==> config.mk <==
export PLATFORM = sky130hd
export DESIGN_NAME = multibyte_add_sequencer_flat
export DESIGN_NICKNAME = d
export VERILOG_FILES = /design/src/rtl/multibyte_add_sequencer_pkg.sv /design/src/rtl/multibyte_add_sequencer_if.sv /design/src/rtl/multibyte_add_sequencer.sv /design/src/flat_wrapper.sv
export SDC_FILE = /design/constraint.sdc
export NUM_CORES = 1
export LEC_CHECK = 0
export CAP_MARGIN = 20
export CORE_ASPECT_RATIO = 1.5
export CORE_MARGIN = 10
export CORE_UTILIZATION = 50
export DETAILED_ROUTE_END_ITERATION = 8
export HOLD_SLACK_MARGIN = 0.05
export PLACE_DENSITY = 0.93
export SKIP_LAST_GASP = 1
export SLEW_MARGIN = 20
export SYNTH_ARGS = -nofsm -noshare
export SYNTH_HDL_FRONTEND = slang
export SYNTH_SLANG_ARGS = --single-unit
==> constraint.sdc <==
create_clock -name clk -period 4.6 [get_ports clk]
set_input_delay 1.38 -clock clk [delete_from_list [all_inputs] [get_ports clk]]
set_output_delay 1.38 -clock clk [all_outputs]
set_load 0.05 [all_outputs]
==> src/rtl/multibyte_add_sequencer_pkg.sv <==
// Shared types and constants for the multi-byte add sequencer and its 8-bit adder.
package multibyte_add_sequencer_pkg;

    localparam int unsigned LIMB_W = 8;

    typedef enum logic [1:0] {
        IDLE = 2'd0,
        RUN  = 2'd1,
        DONE = 2'd2
    } add_seq_state_e;

    // Limb index width; a single-limb operand still needs a 1-bit index register.
    function automatic int unsigned idx_width(input int unsigned n);
        return (n > 1) ? $clog2(n) : 1;
    endfunction

endpackage

==> src/rtl/multibyte_add_sequencer_if.sv <==
// Operand-in / result-out handshake bundle for the multi-byte add sequencer.
interface multibyte_add_sequencer_if
    import multibyte_add_sequencer_pkg::*;
#(
    parameter int unsigned NBYTES = 4
) ();

    logic                       in_valid;
    logic                       in_ready;
    logic [LIMB_W*NBYTES-1:0]   in_a;
    logic [LIMB_W*NBYTES-1:0]   in_b;
    logic                       in_cin;

    logic                       out_valid;
    logic                       out_ready;
    logic [LIMB_W*NBYTES-1:0]   out_sum;
    logic                       out_cout;

    modport slave (
        input  in_valid, in_a, in_b, in_cin, out_ready,
        output in_ready, out_valid, out_sum, out_cout
    );

    modport master (
        output in_valid, in_a, in_b, in_cin, out_ready,
        input  in_ready, out_valid, out_sum, out_cout
    );

endinterface

==> src/rtl/multibyte_add_sequencer.sv <==
// Feeds an external 8-bit adder one limb per cycle (LSB first), chaining carry through a register,
// and returns the full-width sum plus final carry over a valid/ready handshake.
module multibyte_add_sequencer
    import multibyte_add_sequencer_pkg::*;
#(
    parameter int unsigned NBYTES = 4
) (
    input  logic                        clk,
    input  logic                        rst,
    multibyte_add_sequencer_if.slave    bus,
    output logic [LIMB_W-1:0]           add_a,
    output logic [LIMB_W-1:0]           add_b,
    output logic                        add_cin,
    input  logic [LIMB_W-1:0]           add_sum,
    input  logic                        add_cout
);

    localparam int unsigned W     = LIMB_W * NBYTES;
    localparam int unsigned IDX_W = idx_width(NBYTES);

    add_seq_state_e     state_q, state_d;
    logic [W-1:0]       a_q, a_d;
    logic [W-1:0]       b_q, b_d;
    logic [W-1:0]       sum_q, sum_d;
    logic               carry_q, carry_d;
    logic [IDX_W-1:0]   idx_q, idx_d;

    always_ff @(posedge clk) begin
        if (rst) begin
            state_q <= IDLE;
            a_q     <= '0;
            b_q     <= '0;
            sum_q   <= '0;
            carry_q <= 1'b0;
            idx_q   <= '0;
        end else begin
            state_q <= state_d;
            a_q     <= a_d;
            b_q     <= b_d;
            sum_q   <= sum_d;
            carry_q <= carry_d;
            idx_q   <= idx_d;
        end
    end

    always_comb begin
        state_d       = state_q;
        a_d           = a_q;
        b_d           = b_q;
        sum_d         = sum_q;
        carry_d       = carry_q;
        idx_d         = idx_q;
        bus.in_ready  = 1'b0;
        bus.out_valid = 1'b0;
        add_a         = '0;
        add_b         = '0;
        add_cin       = 1'b0;

        case (state_q)
            IDLE: begin
                bus.in_ready = 1'b1;
                if (bus.in_valid) begin
                    a_d     = bus.in_a;
                    b_d     = bus.in_b;
                    carry_d = bus.in_cin;
                    idx_d   = '0;
                    state_d = RUN;
                end
            end

            RUN: begin
                add_cin = carry_q;
                // Decoded limb select/merge keeps the part-select offsets constant per branch.
                for (int unsigned i = 0; i < NBYTES; i++) begin
                    if (IDX_W'(i) == idx_q) begin
                        add_a                       = a_q[i*LIMB_W +: LIMB_W];
                        add_b                       = b_q[i*LIMB_W +: LIMB_W];
                        sum_d[i*LIMB_W +: LIMB_W]   = add_sum;
                    end
                end
                carry_d = add_cout;
                if (idx_q == IDX_W'(NBYTES - 1)) begin
                    state_d = DONE;
                end else begin
                    idx_d = idx_q + IDX_W'(1);
                end
            end

            DONE: begin
                bus.out_valid = 1'b1;
                if (bus.out_ready) begin
                    state_d = IDLE;
                end
            end

            default: state_d = IDLE;
        endcase
    end

    assign bus.out_sum  = sum_q;
    assign bus.out_cout = carry_q;

endmodule

==> src/flat_wrapper.sv <==
// flat-port wrapper written by rule: the top's interface ports become plain ports
module multibyte_add_sequencer_flat import multibyte_add_sequencer_pkg::*;
#(
    parameter int unsigned NBYTES = 4
)
  (clk, rst, add_a, add_b, add_cin, add_sum, add_cout, bus_in_valid, bus_in_a, bus_in_b, bus_in_cin, bus_out_ready, bus_in_ready, bus_out_valid, bus_out_sum, bus_out_cout);
  multibyte_add_sequencer_if #(.NBYTES(NBYTES)) bus_i ();
  input  logic clk;
  input  logic rst;
  output logic [LIMB_W-1:0] add_a;
  output logic [LIMB_W-1:0] add_b;
  output logic add_cin;
  input  logic [LIMB_W-1:0] add_sum;
  input  logic add_cout;
  input wire logic [$bits(bus_i.in_valid)-1:0] bus_in_valid;
  input wire logic [$bits(bus_i.in_a)-1:0] bus_in_a;
  input wire logic [$bits(bus_i.in_b)-1:0] bus_in_b;
  input wire logic [$bits(bus_i.in_cin)-1:0] bus_in_cin;
  input wire logic [$bits(bus_i.out_ready)-1:0] bus_out_ready;
  output wire logic [$bits(bus_i.in_ready)-1:0] bus_in_ready;
  output wire logic [$bits(bus_i.out_valid)-1:0] bus_out_valid;
  output wire logic [$bits(bus_i.out_sum)-1:0] bus_out_sum;
  output wire logic [$bits(bus_i.out_cout)-1:0] bus_out_cout;
  assign bus_i.in_valid = bus_in_valid;
  assign bus_i.in_a = bus_in_a;
  assign bus_i.in_b = bus_in_b;
  assign bus_i.in_cin = bus_in_cin;
  assign bus_i.out_ready = bus_out_ready;
  assign bus_in_ready = bus_i.in_ready;
  assign bus_out_valid = bus_i.out_valid;
  assign bus_out_sum = bus_i.out_sum;
  assign bus_out_cout = bus_i.out_cout;
  multibyte_add_sequencer #(.NBYTES(NBYTES)) u_core (.clk(clk), .rst(rst), .bus(bus_i), .add_a(add_a), .add_b(add_b), .add_cin(add_cin), .add_sum(add_sum), .add_cout(add_cout));
endmodule
==> metrics.md <==
| Metric | Value |
|---|---|
| Status | finished clean |
| Final nets | 716 |
| Core box area | between 0.008 and 0.009 mm² |
| # fillers | 611 |
| Synth Register Bits | 101 |
| Clock-pin slew on the worst setup and hold paths | approximately 0.060 ns |
| Hold Fails Final Rpt | 0 |
| RePlAce Congestion | 0.899 |
| Mean number of vias per cell | 5.79 |
| Design area | 0.00595 mm² |
| Critical Path AT | 2.91 ns |
| EDFF count, synth | 0 |
| Pin count of the biggest net entering global routing | between 60 and 70 |
| Max Cap Violations | 0 |
| CTS tree | built |
| Clock Sinks | 101 |
| Seq/Total Area, Yosys | about half |
| Total clock buffers created by CTS | 9 |
| Worst vdd ir | 0.000240 V |
| Die area | 0.0125 mm² |
| Net Sw Frac | 25.0% |
| Rel. slew slack | 33.9% |
| CTS Buffer Depth | 2 |
| Setup repair bufs after CTS | 0 |
| Input/output buffers | approximately 130 |
| Post-Syn Area per Cell | 7.84 µm² |
| Combinational Power Share | between 10% and 20% |
| Pins Over Slew Limit | 0 |
| Leading post-synthesis cells by cell area | dfxtp_1 (48%), nand2_1 (14%), a21oi_1 (12%) |
| Syn Std Cell Area | 0.00419 mm² |
| Pre-Repair DR Iteration Count | 7 |
| Cell taking the most area after synthesis | dfxtp_1 |
| Origin of the critical flop-to-flop path | u_core.idx_q[0] |
| Unrepaired setup endpoints after global routing | false |
| Fraction of layout cells with a size suffix above 1 | 6.73% |
| GR Util met1 | 21.8% |
| Gate Count Post-Synth | 535 |
| Synth async-reset ratio | 0% |
| Hold Buf Count CTS | 0 |
| Placed inst area | 0.00561 mm² |
| Busiest metal layer after global routing | met2 |
| Chip Height | 132 µm |
| Setup crit end kind | output port |
| Global routing met2 resource utilization | 34.6% |
| P_leak | 2.12 nW |
| CP Max Fanout | 10 |
| Crit path time final | between 4 and 5 ns |
| Worst hold start | u_core.bus.out_sum[20] |
| Worst r2r path cells | 5 |
| H-tree levels | 3 |
| Post-Layout Cell Count | 744 |
| Detailed Route WL | approximately 13,000 µm |
| Worst-Margin Slew | 0.992 ns |
| Placed instance count | 728 |
| Die X | 94.8 µm |
| Count of final setup violators | 0 |
| Starting density of the core | around half |
| WP data required | between 3 and 4 ns |
| Io pins | 130 |
| CP Class | flop to output port |
| Most instantiated cells after synthesis | nand2_1 (160), dfxtp_1 (101), a21oi_1 (99) |
| Critical Path Start Type | flop |
| Antenna violations before repair | 0 |
| Net Sw Power | 0.000537 W |
| Starting DRT DRC Count | 398 |
| First-pass GRT wire length | 20,800 µm |
| Hold depth | 2 |
| Number of core rows | 40 |
| Most numerous cell in the Yosys netlist | nand2_1 |
| Met3 Usage GRT | 5.30% |
| CTS resizes | 0 |
| Post-synthesis cell type count | 25 |
| Synth-to-layout area growth | 41.9% |
| Dominant synthesized flop cell | dfxtp_1 |
| Total GRT Usage | roughly a fifth |
| Remaining global-route overflow | 0 |
| Wire per inst | 17.3 µm |
| Sequential share of power | 44.1% |
| # DRC | 0 |
| Fmax achieved | 233 MHz |
| Internal | 0.00161 W |
| Hold WC Path Type | flop to flop |
| Worst Skew | approximately 0.0042 ns |
| Syn Nets | 617 |
| Antenna Nets Post-Route | 0 |
| Clk Latency, worst-skew pair | 0.35 ns |
| N_diodes | 0 |
| Vias in the first global route | 4,288 |
| Yosys top cell area share | between 40% and 50% |
| Synth warn | 0 |
| Via count | 4,308 |
| TNS Setup | 0 ns |
| Clock root cell | clkbuf_16 |
| Post-DP HPWL | 9280 µm |
| Power Density | 361 mW/mm² |
| Worst setup path start | u_core.idx_q[0] |
| Proportion of power drawn by the clock network | ~40% |
| Tcrit/Tclk final | 93.3% |
layout by cell type (no fill, tap or decap), drive strengths merged, types with 4 or more instances in the layout:
| master | netlist | final |
|---|---|---|
| a21oi | 99 | 99 |
| a221oi | 16 | 16 |
| buf | 27 | 26 |
| clkbuf | 23 | 12 |
| clkdlybuf4s50 | 0 | 112 |
| dfxtp | 101 | 101 |
| ha | 4 | 4 |
| nand2 | 160 | 160 |
| nand3 | 48 | 48 |
| nand3b | 5 | 5 |
| nor2 | 4 | 4 |
| nor2b | 19 | 19 |
| o41ai | 16 | 16 |
logic make-up (layout without fill, tap and decap cells):
| family | count (synthesis) | after routing | share of synthesized area, % |
|---|---|---|---|
| buffers and inverters | 52 | 156 | 6.03 |
| flip-flops | 101 | 101 | 48.2 |
| AO/OA/AOI/OAI | 134 | 134 | 19.0 |
| adder cells (fa/ha/maj) | 4 | 4 | 1.19 |
| AND/OR/NAND/NOR | 244 | 244 | 25.5 |
routing by layer:
metal  part of all wire [%]  up-vias
met5                      0        -
met4                    4.2        0
met3                    8.2       36
met2                     51      211
met1                     37     2033
li1                       -     2028
sequential cells by signal (all words and copies together), names as in the netlist:
signal,cells
u_core.idx_q,2
u_core.a_q,32
u_core.b_q,32
u_core.bus.out_sum,32
u_core.bus.out_cout,1
u_core.state_q,2
worst max-delay path, cell delays in order, from the launching register on:
cell and delay (ns):
dfxtp_1 0.34, inv_1 0.10, ha_1 0.38, nor2b_1 0.48, buf_4 0.28, a221oi_1 0.10
o41ai_1 0.66, buf_12 0.22
final cells by class:
class / count / area (µm²) / share of cell area [%]
Clock buffer: 12 / 246 / 4.14
Multi-Input combinational cell: 382 / 1930 / 32.5
Sequential cell: 101 / 2020 / 34.0
Timing Repair Buffer: 138 / 1510 / 25.5
Inverter: 2 / 7.51 / 0.126
Tap cell: 105 / 131 / 2.21
Clock inverter: 4 / 95.1 / 1.60
worst paths after layout:
path | slack, ns | to
hold / removal | 0.46 | u_core.bus.out_sum[20]
hold reg to reg | 0.46 | u_core.bus.out_sum[20]
setup / recovery | 0.31 | add_b[0]
setup reg to reg | 2.28 | u_core.bus.out_sum[29]
power groups by stage:
stage | clock network (W) | registers [W] | logic, W
after CTS | 0.000860 | 0.000947 | 0.000343
final | 0.000859 | 0.000948 | 0.000343
after detailed placement | 0 | 0.000966 | 0.000340
after floorplan | 0 | 0.000983 | 0.000177
after global routing | 0.000889 | 0.000952 | 0.000371
after global placement | 0 | 0.000964 | 0.000329
per-stage QoR:
stage | utilization [%] | hold WS, ns | total power [W] | setup WS [ns]
floorplan | - | 0.436 | 0.00116 | 0.358
CTS | 73.4 | 0.455 | 0.00215 | 0.292
finish | 73.4 | 0.456 | 0.00215 | 0.307
global route | 73.4 | 0.466 | 0.00221 | 0.125
detailed placement | 69.2 | 0.447 | 0.00131 | 0.796
global placement | 69.2 | 0.444 | 0.00129 | 0.846
No activity file was read; power rests on OpenSTA's default activity.
